File: config.mk
export PLATFORM = sky130hd
export DESIGN_NAME = panel_switch_conditioner_flat
export DESIGN_NICKNAME = d
export VERILOG_FILES = /design/src/rtl/panel_switch_conditioner_pkg.sv /design/src/rtl/panel_switch_conditioner_if.sv /design/src/rtl/panel_switch_conditioner_debounce_ch.sv /design/src/rtl/panel_switch_conditioner.sv /design/src/flat_wrapper.sv
export SDC_FILE = /design/constraint.sdc
export NUM_CORES = 1
export LEC_CHECK = 0
export CORE_MARGIN = 2
export CORE_UTILIZATION = 45
export CTS_CLUSTER_DIAMETER = 120
export DETAILED_ROUTE_END_ITERATION = 12
export MAX_ROUTING_LAYER = met4
export PLACE_DENSITY_LB_ADDON = 0.3
export SLEW_MARGIN = 20
export SYNTH_ARGS = -nofsm -noshare
export SYNTH_HDL_FRONTEND = slang
export SYNTH_HIERARCHICAL = 1
export SYNTH_SLANG_ARGS = --single-unit
File: constraint.sdc
create_clock -name clk -period 2.6 [get_ports clk]
set_input_delay 0.65 -clock clk [delete_from_list [all_inputs] [get_ports clk]]
set_output_delay 0.65 -clock clk [all_outputs]
set_load 0.03 [all_outputs]
File: src/rtl/panel_switch_conditioner_pkg.sv
// Shared constants for the front-panel switch conditioner: default timing,
// panel channel assignments and the auto-repeat state codes.
package panel_switch_conditioner_pkg;

    localparam int DEF_NCH          = 8;
    localparam int DEF_DEB_CYCLES   = 16;
    localparam int DEF_REPEAT_DELAY = 64;
    localparam int DEF_REPEAT_RATE  = 16;
    localparam int DEF_NSEL         = 6;

    // Physical switch positions on the panel connector
    localparam int CLEAR_CH     = 0;
    localparam int EXTD_ADDR_CH = 1;
    localparam int ADDR_LOAD_CH = 2;
    localparam int DEP_CH       = 3;
    localparam int EXAM_CH      = 4;
    localparam int SING_STEP_CH = 5;
    localparam int CONT_CH      = 6;
    localparam int DSEL_CH      = 7;

    typedef enum logic [1:0] {
        REP_IDLE   = 2'd0,
        REP_DELAY  = 2'd1,
        REP_REPEAT = 2'd2
    } rep_state_e;

    function automatic int idxWidth(input int n);
        return (n > 1) ? $clog2(n) : 1;
    endfunction

endpackage

File: src/rtl/panel_switch_conditioner_if.sv
// Panel-side and consumer-side signals of the switch conditioner, bundled so
// front_panel and D_mux logic connect through a single port.
interface panel_switch_conditioner_if
    import panel_switch_conditioner_pkg::*;
#(
    parameter int NCH  = DEF_NCH,
    parameter int NSEL = DEF_NSEL
);
    localparam int IW = idxWidth(NSEL);

    logic [NCH-1:0]  sw_in;
    logic [NCH-1:0]  repeat_en;
    logic            run;
    logic [NCH-1:0]  run_mask;
    logic [NCH-1:0]  sw_level;
    logic [NCH-1:0]  sw_pulse;
    logic [NSEL-1:0] dsel;
    logic [IW-1:0]   dsel_idx;

    modport master (
        output sw_in, repeat_en, run, run_mask,
        input  sw_level, sw_pulse, dsel, dsel_idx
    );

    modport slave (
        input  sw_in, repeat_en, run, run_mask,
        output sw_level, sw_pulse, dsel, dsel_idx
    );

endinterface

File: src/rtl/panel_switch_conditioner_debounce_ch.sv
// One switch channel: two-flop synchroniser, debounce counter, press-edge
// pulse and the auto-repeat FSM that re-fires while the switch stays held.
module panel_debounce_ch
    import panel_switch_conditioner_pkg::*;
#(
    parameter int DEB_CYCLES   = DEF_DEB_CYCLES,
    parameter int REPEAT_DELAY = DEF_REPEAT_DELAY,
    parameter int REPEAT_RATE  = DEF_REPEAT_RATE
) (
    input  logic clk,
    input  logic reset,
    input  logic sw_i,
    input  logic repeatEn_i,
    input  logic gate_i,
    output logic level_o,
    output logic pulse_o
);

    localparam int CW = idxWidth(DEB_CYCLES);
    localparam int TMAX = (REPEAT_DELAY > REPEAT_RATE) ? REPEAT_DELAY : REPEAT_RATE;
    localparam int TW = idxWidth(TMAX);

    localparam logic [CW-1:0] DEB_LAST   = CW'(DEB_CYCLES - 1);
    localparam logic [TW-1:0] DELAY_LOAD = TW'(REPEAT_DELAY - 1);
    localparam logic [TW-1:0] RATE_LOAD  = TW'(REPEAT_RATE - 1);

    logic            sync1_q, sync2_q;
    logic [CW-1:0]   debCnt_q, debCnt_d;
    logic            level_q, level_d;
    logic            pulse_q, pulse_d;
    rep_state_e      state_q, state_d;
    logic [TW-1:0]   timer_q, timer_d;

    always_ff @(posedge clk) begin
        if (reset) begin
            sync1_q  <= 1'b0;
            sync2_q  <= 1'b0;
            debCnt_q <= '0;
            level_q  <= 1'b0;
            pulse_q  <= 1'b0;
            state_q  <= REP_IDLE;
            timer_q  <= '0;
        end else begin
            sync1_q  <= sw_i;
            sync2_q  <= sync1_q;
            debCnt_q <= debCnt_d;
            level_q  <= level_d;
            pulse_q  <= pulse_d;
            state_q  <= state_d;
            timer_q  <= timer_d;
        end
    end

    // The level flips on the sample that would bring the count to DEB_CYCLES
    always_comb begin
        debCnt_d = '0;
        level_d  = level_q;
        if (sync2_q != level_q) begin
            if (debCnt_q == DEB_LAST) begin
                level_d = ~level_q;
            end else begin
                debCnt_d = debCnt_q + CW'(1);
            end
        end
    end

    // Decisions use the next level so pulses line up with the level they belong to
    always_comb begin
        state_d = state_q;
        timer_d = timer_q;
        pulse_d = 1'b0;
        case (state_q)
            REP_IDLE: begin
                if (level_d && !level_q && !gate_i) begin
                    pulse_d = 1'b1;
                    if (repeatEn_i) begin
                        state_d = REP_DELAY;
                        timer_d = DELAY_LOAD;
                    end
                end
            end
            REP_DELAY, REP_REPEAT: begin
                if (!level_d || !repeatEn_i || gate_i) begin
                    state_d = REP_IDLE;
                    timer_d = '0;
                end else if (timer_q == '0) begin
                    pulse_d = 1'b1;
                    state_d = REP_REPEAT;
                    timer_d = RATE_LOAD;
                end else begin
                    timer_d = timer_q - TW'(1);
                end
            end
            default: begin
                state_d = REP_IDLE;
                timer_d = '0;
            end
        endcase
    end

    assign level_o = level_q;
    assign pulse_o = pulse_q;

endmodule

File: src/rtl/panel_switch_conditioner.sv
// Front-panel switch conditioner: NCH independent debounce/repeat channels and
// the wrapping one-hot display-select ring driven by the dsel switch.
module panel_switch_conditioner
    import panel_switch_conditioner_pkg::*;
#(
    parameter int NCH          = DEF_NCH,
    parameter int DEB_CYCLES   = DEF_DEB_CYCLES,
    parameter int REPEAT_DELAY = DEF_REPEAT_DELAY,
    parameter int REPEAT_RATE  = DEF_REPEAT_RATE,
    parameter int NSEL         = DEF_NSEL,
    parameter int DSEL_CH      = panel_switch_conditioner_pkg::DSEL_CH
) (
    input  logic                          clk,
    input  logic                          reset,
    panel_switch_conditioner_if.slave     bus
);

    localparam int IW = idxWidth(NSEL);
    localparam logic [IW-1:0] IDX_LAST = IW'(NSEL - 1);

    logic [NCH-1:0]  level;
    logic [NCH-1:0]  pulse;
    logic [NSEL-1:0] dsel_q, dsel_d;
    logic [IW-1:0]   dselIdx_q, dselIdx_d;

    for (genvar g = 0; g < NCH; g++) begin : g_ch
        panel_debounce_ch #(
            .DEB_CYCLES   (DEB_CYCLES),
            .REPEAT_DELAY (REPEAT_DELAY),
            .REPEAT_RATE  (REPEAT_RATE)
        ) u_ch (
            .clk        (clk),
            .reset      (reset),
            .sw_i       (bus.sw_in[g]),
            .repeatEn_i (bus.repeat_en[g]),
            .gate_i     (bus.run & bus.run_mask[g]),
            .level_o    (level[g]),
            .pulse_o    (pulse[g])
        );
    end

    always_ff @(posedge clk) begin
        if (reset) begin
            dsel_q    <= NSEL'(1);
            dselIdx_q <= '0;
        end else begin
            dsel_q    <= dsel_d;
            dselIdx_q <= dselIdx_d;
        end
    end

    // Rotation preserves the single set bit, so dsel can never go zero or multi-hot
    always_comb begin
        dsel_d    = dsel_q;
        dselIdx_d = dselIdx_q;
        if (pulse[DSEL_CH]) begin
            dsel_d    = {dsel_q[NSEL-2:0], dsel_q[NSEL-1]};
            dselIdx_d = (dselIdx_q == IDX_LAST) ? '0 : dselIdx_q + IW'(1);
        end
    end

    assign bus.sw_level = level;
    assign bus.sw_pulse = pulse;
    assign bus.dsel     = dsel_q;
    assign bus.dsel_idx = dselIdx_q;

endmodule

File: src/flat_wrapper.sv
// flat-port wrapper written by rule: the top's interface ports become plain ports
module panel_switch_conditioner_flat import panel_switch_conditioner_pkg::*;
#(
    parameter int NCH          = DEF_NCH,
    parameter int DEB_CYCLES   = DEF_DEB_CYCLES,
    parameter int REPEAT_DELAY = DEF_REPEAT_DELAY,
    parameter int REPEAT_RATE  = DEF_REPEAT_RATE,
    parameter int NSEL         = DEF_NSEL,
    parameter int DSEL_CH      = panel_switch_conditioner_pkg::DSEL_CH
)
  (clk, reset, bus_sw_in, bus_repeat_en, bus_run, bus_run_mask, bus_sw_level, bus_sw_pulse, bus_dsel, bus_dsel_idx);
  panel_switch_conditioner_if #(.NCH(NCH), .NSEL(NSEL)) bus_i ();
  input  logic clk;
  input  logic reset;
  input wire logic [$bits(bus_i.sw_in)-1:0] bus_sw_in;
  input wire logic [$bits(bus_i.repeat_en)-1:0] bus_repeat_en;
  input wire logic [$bits(bus_i.run)-1:0] bus_run;
  input wire logic [$bits(bus_i.run_mask)-1:0] bus_run_mask;
  output wire logic [$bits(bus_i.sw_level)-1:0] bus_sw_level;
  output wire logic [$bits(bus_i.sw_pulse)-1:0] bus_sw_pulse;
  output wire logic [$bits(bus_i.dsel)-1:0] bus_dsel;
  output wire logic [$bits(bus_i.dsel_idx)-1:0] bus_dsel_idx;
  assign bus_i.sw_in = bus_sw_in;
  assign bus_i.repeat_en = bus_repeat_en;
  assign bus_i.run = bus_run;
  assign bus_i.run_mask = bus_run_mask;
  assign bus_sw_level = bus_i.sw_level;
  assign bus_sw_pulse = bus_i.sw_pulse;
  assign bus_dsel = bus_i.dsel;
  assign bus_dsel_idx = bus_i.dsel_idx;
  panel_switch_conditioner #(.NCH(NCH), .DEB_CYCLES(DEB_CYCLES), .REPEAT_DELAY(REPEAT_DELAY), .REPEAT_RATE(REPEAT_RATE), .NSEL(NSEL), .DSEL_CH(DSEL_CH)) u_core (.clk(clk), .reset(reset), .bus(bus_i));
endmodule
==> results.py, run 1 <==
metrics = {
    "grt": {
        "met3_usage_pct": 3.67,
        "antenna_found_initial": 0,
        "grtUsageMet1_pct": 23.8,
        "grt_use_met2_pct": 28.8,
        "grt_pass1_vias": 5689,
        "track_usage_pct": 18.5,
        "grt_max_degree": 24,
        "grt_pass1_wl_mm": 26.1,
        "overflow": 0,
        "grt-busiest-layer": "met2",
    },
    "timing": {
        "slew_viol_final": 0,
        "max_clock_freq_ghz": 0.441,
        "skew_ns": 0.00799,
        "rsz0062_at_grt": "no",
        "setup_tns_ns": 0,
        "finalSetupViolations": 0,
        "slew_headroom_pct": 62.9,
        "worst_pin_slew_ns": 0.553,
        "fin_crit_ns": 2.27,
        "hold_viol": 0,
        "period_share_pct": 87.3,
    },
    "critical_path": {
        "slowest_stage": "clkdlybuf4s50_1",
        "worst-path-max-fanout": 13,
        "crit_path_start_kind": "flip-flop",
        "critical-path-max-stage-delay_ns": 0.70,
        "path_cells": "buf_4 > clkdlybuf4s50_1",
        "required_ns": 1.95,
        "path_class": "flip-flop to output port",
        "end_kind": "output port",
        "crit_arrival_ns": 1.62,
    },
    "layout": {
        "fillerInstances": 1426,
        "utilization_pct": 55.2,
        "synthToLayoutAreaGrowth_pct": 20.0,
        "seq_area_um2": 2740,
        "nNetsFinal": 916,
        "multi_input_area_um2": 4230,
        "antennaDiodeCount": 0,
        "finalInstanceArea_um2": 8740,
        "layout-drive-gt1-share_pct": 13.1,
    },
    "floorplanning": {
        "row_count": 46,
        "die_w_um": 131,
        "initial_core_util_pct": 46.0,
        "ios": 52,
        "die-height_um": 131,
        "dieArea_um2": 17200,
        "core_um2": 15800,
    },
    "logic_synthesis": {
        "syn_nets": 850,
        "synth_top_family_by_area": "simple AND/OR/NAND/NOR gates",
        "synth_fa_ha_area_share_pct": 5.84,
        "netlist_top_cells_area": "dfxtp_1 (38%), ha_1 (5.8%), xor2_1 (4.6%), nor2_1 (4.1%), inv_1 (3.1%)",
        "synth_edf_count": 0,
        "yosysWarnings": 6,
        "synth_flop_cell": "dfxtp_1",
        "synthArstFlopShare_pct": 0,
        "synth_xor_area_share_pct": 6.37,
        "synth-seq-area-share_pct": 37.6,
        "synth_mux_area_share_pct": 2.51,
        "yosys.area_share.simple_pct": 25.5,
        "ys_ff_latch": 137,
        "ys_types": 57,
        "synth_top_area_share_pct": 37.6,
        "syn_inst": 789,
        "synth_top_area_cell": "dfxtp_1",
        "avgSynthCellArea_um2": 9.23,
        "synth_compound_area_share_pct": 17.9,
        "syn-cell-area_um2": 7290,
    },
    "clock_tree": {
        "cts_max_level": 4,
        "cts_buffers": 17,
        "clock_latency_ns": 0.41,
        "cts.sinks": 137,
        "max-clock-path-buffers": 2,
        "cts_setup_buffers": 0,
        "cts_tree": "yes",
        "cts.clk_slew.worst_paths_ns": 0.06,
        "postCtsHoldBufs": 0,
        "cts-root-buf": "clkbuf_16",
        "cts_resized": 0,
    },
    "drt": {
        "dr.pass1.iters": 5,
        "drt-wirelength-per-cell_um": 13.9,
        "antenna_left": 0,
        "drt_wl_total_mm": 15.1,
        "vias": 5968,
        "post_drt_via_cell_ratio": 5.51,
        "drc": 0,
        "drtIter0Drc": 482,
    },
    "placement": {
        "numPortBuffers": 51,
        "hpwl_mm": 10.7,
        "gp_congestion": 0.830,
        "placed_area_um2": 8110,
    },
    "power_and_ir_drop": {
        "power_density_nw_per_um2": 834,
        "ir_drop_mv": 0.488,
        "leakagePower_nw": 3.39,
    },
    "worst_hold_path": {
        "holdCritPathClass": "flip-flop to flip-flop",
    },
    "flow_run": {
        "maxCapViolCount": 0,
    },
    "outcome": {
        "status": "completed",
    },
}
cells in the final DEF (no fill, tap or decap), types with 8 or more instances in the layout:
| master | count |
|---|---|
| nor3_1 | 12 |
| nor2_1 | 80 |
| a21oi_1 | 16 |
| or3b_4 | 8 |
| buf_4 | 15 |
| or3_1 | 8 |
| a22oi_1 | 12 |
| and2_1 | 20 |
| dfxtp_1 | 137 |
| nand4_1 | 8 |
| o32ai_1 | 14 |
| nor3_2 | 12 |
| a211oi_1 | 8 |
| o21ai_0 | 24 |
| inv_1 | 60 |
| xor2_1 | 38 |
| ha_1 | 34 |
| o31ai_1 | 16 |
| nand3_1 | 24 |
| or3_4 | 10 |
| and3_1 | 16 |
| a31oi_1 | 16 |
| clkbuf_16 | 17 |
| nor2b_1 | 19 |
| clkdlybuf4s50_1 | 50 |
| nand2_1 | 36 |
| xnor2_1 | 15 |
layer usage:
metal | part of all wire (%) | vias up
li1 | - | 3007
met1 | 48 | 2813
met2 | 47 | 133
met3 | 3.9 | 15
met4 | 1.6 | 0
met5 | 0 | -
power breakdown:
part	total (mW)	switching (mW)	internal [mW]	leakage (nW)
Combinational	2.25	1.24	1.02	1.97
Sequential	2.47	0.171	2.30	1.11
Clock	2.57	0.861	1.71	0.307
critical path: cells and delay by family, from the launching register on:
family	cells	cell delay (ns)
flops	1	0.30
buf+inv	2	0.90
cell type report:
cell class	count	area share (%)
Multi-Input combinational cell	572	48.4
Clock inverter	7	1.57
Clock buffer	25	5.67
Tap cell	216	3.09
Sequential cell	137	31.4
Inverter	60	2.58
Timing Repair Buffer	67	7.30
per-stage QoR:
step                std cells  hold WS, ns  power [mW]  worst slack [ns]
detailed placement       1052        0.425        4.74            0.0800
global placement         1052        0.419        4.73             0.130
floorplan                 789        0.414        4.27             0.797
CTS                      1084        0.438        7.35             0.309
global route             1084        0.449        7.71             0.275
finish                   1084        0.433        7.29             0.331
registers in the layout, indices dropped and copies added, names as in the netlist:
name,count
u_core/bus.dsel_idx,3
u_core/bus.dsel,6
u_core/g_ch.u_ch/pulse_o,8
u_core/g_ch.u_ch/sync2_q,8
u_core/g_ch.u_ch/sync1_q,8
u_core/g_ch.u_ch/timer_q,48
u_core/g_ch.u_ch/debCnt_q,32
u_core/g_ch.u_ch/level_o,8
u_core/g_ch.u_ch/state_q,16
cell usage after synthesis, types with 10 or more instances:
| cell | number |
|---|---|
| dfxtp_1 | 137 |
| nor2_1 | 80 |
| inv_1 | 60 |
| xor2_1 | 38 |
| nand2_1 | 36 |
| ha_1 | 34 |
| nand3_1 | 24 |
| o21ai_0 | 24 |
| and2_1 | 20 |
| nor2b_1 | 19 |
| a21oi_1 | 16 |
| a31oi_1 | 16 |
| and3_1 | 16 |
| o31ai_1 | 16 |
| xnor2_1 | 15 |
| clkbuf_1 | 14 |
| o32ai_1 | 14 |
| a22oi_1 | 12 |
| nor3_1 | 12 |
| nor3_2 | 12 |
| or3_4 | 10 |
kinds of logic after synthesis:
logic type,count (synthesis)
simple gates,305
compound gates,165
flops,137
buf+inv,80
xor+xnor,53
fa+ha+maj,34
mux,15
worst paths after layout:
| check | start | to | slack, ns | depth (start not counted) |
|---|---|---|---|---|
| max | u_core/g_ch[7].u_ch/pulse_o | bus_sw_pulse[7] | 0.33 | 2 |
| min | u_core/g_ch[1].u_ch/sync1_q | u_core/g_ch[1].u_ch/sync2_q | 0.43 | 1 |
| max reg2reg | u_core/g_ch[7].u_ch/debCnt_q[0] | u_core/g_ch[7].u_ch/timer_q[4] | 0.78 | 5 |
| min reg2reg | u_core/g_ch[1].u_ch/sync1_q | u_core/g_ch[1].u_ch/sync2_q | 0.43 | 1 |
Power figures use the tool's default switching activity.
==> run 2, diff against run 1 <==
SYNTH_HIERARCHICAL = unset   (was 1)
==> results.py, run 2 <==
metrics = {
    "critical_path": {
        "crit_arrival_ns": 1.61,
        "path_buf_inv": 1,
        "end_kind": "output port",
        "path_delay_family": "buffers and inverters",
        "rrSetupSlack_ns": 0.66,
        "crit_path_start_kind": "flip-flop",
        "r2r_start": "u_core.g_ch[7].u_ch.debCnt_q[0]",
        "worst-path-max-fanout": 6,
        "critical-path-max-stage-delay_ns": 0.73,
        "worst_r2r_path_depth": 6,
        "path_class": "flip-flop to output port",
        "slowest_stage": "clkdlybuf4s50_1",
        "path_cells": "clkdlybuf4s50_1",
        "required_ns": 1.95,
        "r2r-end": "u_core.g_ch[7].u_ch.state_q[1]",
    },
    "power_and_ir_drop": {
        "p_sw_mw": 2.09,
        "power_density_nw_per_um2": 830,
        "switching_share_pct": 30.5,
        "p_int_mw": 4.76,
        "clkPwrFrac_pct": 38.6,
        "pwr-share-comb_pct": 25.3,
        "ir_drop_mv": 0.538,
        "seqPwrFrac_pct": 36.1,
        "leakagePower_nw": 3.29,
    },
    "clock_tree": {
        "clock_latency_ns": 0.42,
        "cts_buffers": 17,
        "cts_max_level": 4,
        "cts.clk_slew.worst_paths_ns": 0.06,
        "max-clock-path-buffers": 2,
        "postCtsHoldBufs": 0,
        "cts.sinks": 137,
        "cts_tree": "yes",
        "cts-root-buf": "clkbuf_16",
        "cts_resized": 0,
        "cts_setup_buffers": 0,
    },
    "logic_synthesis": {
        "syn_inst": 814,
        "synth_edf_count": 0,
        "synthArstFlopShare_pct": 0,
        "yosys.cell_count.top_type": "dfxtp_1",
        "yosysWarnings": 0,
        "netlist_top_cells_area": "dfxtp_1 (40%), ha_1 (6.7%), nor2_1 (4.8%), nand2_1 (3.4%), inv_1 (3.1%)",
        "avgSynthCellArea_um2": 8.52,
        "synth_top_area_share_pct": 39.6,
        "ys_ff_latch": 137,
        "ys_types": 72,
        "synth_flop_cell": "dfxtp_1",
        "syn-cell-area_um2": 6930,
        "synth_common_cells": "dfxtp_1 (137), nor2_1 (88), nand2_1 (63), inv_1 (58), nor3_1 (38)",
        "synth_top_area_cell": "dfxtp_1",
        "synth-seq-area-share_pct": 39.6,
        "syn_nets": 878,
    },
    "grt": {
        "grt_max_degree": 28,
        "track_usage_pct": 18.8,
        "overflow": 0,
        "grt_pass1_wl_mm": 24.5,
        "antenna_found_initial": 0,
        "grt_pass1_vias": 5446,
    },
    "timing": {
        "fin_crit_ns": 2.26,
        "hold_viol": 0,
        "slew_viol_final": 0,
        "worst_pin_slew_ns": 0.703,
        "max_clock_freq_ghz": 0.442,
        "whs_ns": 0.434,
        "slew_headroom_pct": 52.8,
        "rsz0062_at_grt": "no",
        "finalSetupViolations": 0,
        "period_share_pct": 87.1,
        "setup_tns_ns": 0,
        "skew_ns": 0.00847,
    },
    "placement": {
        "dp_cells": 1028,
        "gp_congestion": 0.859,
        "numPortBuffers": 51,
        "hpwl_mm": 10.0,
        "placed_area_um2": 7600,
    },
    "layout": {
        "largest_reg_flops": 48,
        "reg.largest.list": "u_core.g_ch.u_ch.timer_q: 48 flops, u_core.g_ch.u_ch.debCnt_q: 32 flops, u_core.g_ch.u_ch.state_q: 16 flops",
        "mostFrequentLayoutCell": "dfxtp_1",
        "antennaDiodeCount": 0,
        "regMostFlops": "u_core.g_ch.u_ch.timer_q",
        "final_cell_mix": "dfxtp_1 (137), nor2_1 (88), nand2_1 (63)",
        "nNetsFinal": 923,
        "synthToLayoutAreaGrowth_pct": 19.0,
        "layout-drive-gt1-share_pct": 8.83,
        "instances_no_fill": 1060,
        "finalInstanceArea_um2": 8250,
    },
    "drt": {
        "vias": 5690,
        "antenna_left": 0,
        "drt-wirelength-per-cell_um": 13.3,
        "dr.pass1.iters": 5,
        "drc": 0,
        "drtIter0Drc": 259,
        "drt_wl_total_mm": 14.1,
        "post_drt_via_cell_ratio": 5.37,
    },
    "floorplanning": {
        "initial_core_util_pct": 45.8,
        "ios": 52,
        "die_w_um": 128,
        "dieArea_um2": 16400,
        "row_count": 45,
        "core_um2": 15100,
        "die-height_um": 128,
    },
    "worst_hold_path": {
        "holdCritPathClass": "flip-flop to flip-flop",
        "hold_path_end": "u_core.g_ch[3].u_ch.sync2_q",
        "min_path_cells": 1,
        "worstHoldStart": "u_core.g_ch[3].u_ch.sync1_q",
    },
    "flow_run": {
        "maxCapViolCount": 0,
    },
    "outcome": {
        "status": "completed",
    },
}
[run 2: cell types whose count changed in the layout (fill, tap and decap cells not counted), sizes merged, moves of 8 or more]
cell	previous run	this run
nand2	36	65
xor2	38	15
a21oi	18	36
nor3	24	38
o31ai	16	3
o32ai	14	2
a311oi	12	1
a41oi	10	0
a21o	0	9
a22oi	12	4
nor2	80	88
or3b	8	0
xnor2	15	23
[run 2: how the worst max path moves through the flow]
stage | slack [ns] | to | cells after the start | startpoint
6_report | 0.34 | bus_sw_level[1] | 1 | u_core.g_ch[1].u_ch.level_o
5_1_grt | 0.27 | bus_sw_level[1] | 1 | u_core.g_ch[1].u_ch.level_o
2_1_floorplan | 0.65 | u_core.g_ch[5].u_ch.timer_q[2] | 7 | bus_run
3_3_place_gp | 0.14 | u_core.g_ch[3].u_ch.timer_q[1] | 7 | bus_run
4_1_cts | 0.31 | bus_sw_level[1] | 1 | u_core.g_ch[1].u_ch.level_o
3_5_place_dp | 0.12 | u_core.g_ch[2].u_ch.timer_q[2] | 6 | bus_run
[run 2: layout make-up]
class / instances / area [um2]
inverters: 58 / 218
flip-flops and latches: 137 / 2740
clock inverters: 14 / 220
clock buffers: 18 / 429
multi-input cells: 579 / 3750
repair buffers: 66 / 656
well taps: 188 / 235
fillers: 1385 / 6900
[run 2: power groups by stage]
stage	Sequential, mW	Clock [mW]	Combinational [mW]
after floorplan	2.46	0	1.34
after global routing	2.50	2.79	1.98
after CTS	2.46	2.70	1.73
after detailed placement	2.51	0	1.71
after global placement	2.50	0	1.71
final	2.47	2.64	1.73
[run 2: cells by family (layout without fill, tap and decap cells)]
group	count (synthesis)	count (layout)	share of synthesized area (%)
multiplexers	14	14	2.08
AND/OR/NAND/NOR	334	334	24.5
adder cells (fa/ha/maj)	37	37	6.68
buffers and inverters	98	156	6.37
XOR/XNOR	38	38	4.80
AO/OA/AOI/OAI	156	156	16.0
flip-flops	137	137	39.6
[run 2: metal layers]
layer	wire length (um)	global-route usage [%]	share of wire, %	vias to the layer above
li1	-	-	-	2942
met1	6790	23.5	48	2637
met2	6500	29.7	46	95
met3	560	4.59	4.0	16
met4	216	6.72	1.5	0
met5	0	-	0	-
[run 2: through the flow]
| step | utilization (%) | setup slack [ns] | power [mW] |
|---|---|---|---|
| finish | 54.5 | 0.335 | 6.85 |
| CTS | 54.5 | 0.307 | 6.89 |
| detailed placement | 50.2 | 0.115 | 4.22 |
| floorplan | - | 0.650 | 3.80 |
| global route | 54.5 | 0.268 | 7.27 |
| global placement | 50.2 | 0.144 | 4.21 |
==> run 3, diff against run 2 <==
CORE_MARGIN = 1   (was 2)
==> results.py, run 3 (synthesized netlist as in run 2, its figures left out) <==
metrics = {
    "outcome": {
        "status": "completed",
    },
    "grt": {
        "grt_max_degree": 41,
        "grt_pass1_vias": 5327,
        "track_usage_pct": 19.0,
        "overflow": 0,
        "grt_pass1_wl_mm": 23.9,
        "antenna_found_initial": 0,
    },
    "drt": {
        "vias": 5597,
        "dr.pass1.iters": 5,
        "post_drt_via_cell_ratio": 5.27,
        "drt-wirelength-per-cell_um": 12.9,
        "drtIter0Drc": 424,
        "drt_wl_total_mm": 13.7,
        "drc": 0,
        "antenna_left": 0,
    },
    "layout": {
        "utilization_pct": 54.9,
        "antennaDiodeCount": 0,
        "nNetsFinal": 925,
        "layout-drive-gt1-share_pct": 9.15,
        "regMostFlops": "u_core.g_ch.u_ch.timer_q",
        "synthToLayoutAreaGrowth_pct": 19.9,
        "fillerInstances": 1357,
        "mostFrequentLayoutCell": "dfxtp_1",
        "reg.largest.list": "u_core.g_ch.u_ch.timer_q: 48 flops, u_core.g_ch.u_ch.debCnt_q: 32 flops, u_core.g_ch.u_ch.state_q: 16 flops",
        "largest_reg_flops": 48,
        "final_cell_mix": "dfxtp_1 (137), nor2_1 (88), nand2_1 (63)",
    },
    "clock_tree": {
        "cts-root-buf": "clkbuf_16",
        "cts.clk_slew.worst_paths_ns": 0.06,
        "postCtsHoldBufs": 0,
        "cts_buffers": 17,
        "cts_setup_buffers": 0,
        "cts_tree": "yes",
        "cts_resized": 0,
        "max-clock-path-buffers": 2,
        "clock_latency_ns": 0.42,
        "cts_max_level": 4,
        "cts.sinks": 137,
    },
    "timing": {
        "max_clock_freq_ghz": 0.443,
        "finalSetupViolations": 0,
        "setup_tns_ns": 0,
        "rsz0062_at_grt": "no",
        "skew_ns": 0.00809,
        "worst_pin_slew_ns": 0.605,
        "slew_headroom_pct": 59.3,
        "slew_viol_final": 0,
        "period_share_pct": 86.8,
        "hold_viol": 0,
        "fin_crit_ns": 2.26,
    },
    "placement": {
        "gp_congestion": 0.852,
        "numPortBuffers": 51,
        "hpwl_mm": 9.68,
    },
    "floorplanning": {
        "dieArea_um2": 15900,
        "die_w_um": 126,
        "ios": 52,
        "row_count": 45,
        "die-height_um": 126,
        "core_um2": 15100,
        "initial_core_util_pct": 45.8,
    },
    "worst_hold_path": {
        "holdCritPathClass": "flip-flop to flip-flop",
    },
    "critical_path": {
        "required_ns": 1.95,
        "worst-path-max-fanout": 9,
        "crit_arrival_ns": 1.61,
        "crit_path_start_kind": "flip-flop",
        "end_kind": "output port",
        "path_class": "flip-flop to output port",
    },
    "power_and_ir_drop": {
        "power_density_nw_per_um2": 851,
        "ir_drop_mv": 0.524,
        "leakagePower_nw": 3.33,
    },
    "flow_run": {
        "maxCapViolCount": 0,
    },
}
-- run 3: cell count changes in the layout (fill, tap and decap cells not counted), sizes merged --
| cell | change |
|---|---|
| clkbuf | +2 |
| buf | +2 |
| inv | -3 |
| clkinvlp | -1 |
| bufinv | +2 |
-- run 3: path summary, 6_finish.rpt --
check	startpoint	end	slack (ns)	cells after the start
setup / recovery	u_core.g_ch[7].u_ch.pulse_o	bus_sw_pulse[7]	0.34	2
hold / removal	u_core.g_ch[4].u_ch.sync1_q	u_core.g_ch[4].u_ch.sync2_q	0.44	1
setup reg to reg	u_core.g_ch[7].u_ch.debCnt_q[0]	u_core.g_ch[7].u_ch.state_q[1]	0.64	6
hold reg to reg	u_core.g_ch[4].u_ch.sync1_q	u_core.g_ch[4].u_ch.sync2_q	0.44	1
-- run 3: worst max-delay path: stages, from the launching register on --
cell and delay [ns]:
dfxtp_1 0.30, buf_4 0.19, clkdlybuf4s50_1 0.70
-- run 3: final cells by class --
type                    count  area (um2)  area share [%]
clock buffers              20         467            5.61
clock inverters            12         243            2.92
inverters                  58         218            2.62
multi-input cells         579        3750            45.1
flip-flops and latches    137        2740            33.0
well taps                 188         235            2.83
repair buffers             68         658            7.92
-- run 3: layer usage --
metal | wire (um) | vias to the layer above | track usage [%]
met5 | 0 | - | -
met4 | 255 | 0 | 6.80
met3 | 496 | 20 | 4.67
met2 | 6290 | 84 | 30.8
met1 | 6650 | 2559 | 22.9
li1 | - | 2934 | -
-- run 3: metrics by stage --
stage / worst slack [ns] / cell area, um2 / hold WS (ns) / power, mW / instances
detailed placement: 0.0875 / 7600 / 0.429 / 4.22 / 1030
global route: 0.286 / 8310 / 0.458 / 7.51 / 1062
global placement: 0.123 / 7600 / 0.416 / 4.23 / 1030
finish: 0.342 / 8310 / 0.437 / 7.08 / 1062
CTS: 0.317 / 8310 / 0.443 / 7.13 / 1062
floorplan: 0.650 / 6930 / 0.414 / 3.80 / 814
-- run 3: power by group --
| group | internal [mW] | total, mW | switching [mW] |
|---|---|---|---|
| combinational | 0.770 | 1.75 | 0.979 |
| sequential | 2.30 | 2.46 | 0.166 |
| clock | 1.97 | 2.86 | 0.897 |
| total | 5.03 | 7.08 | 2.04 |
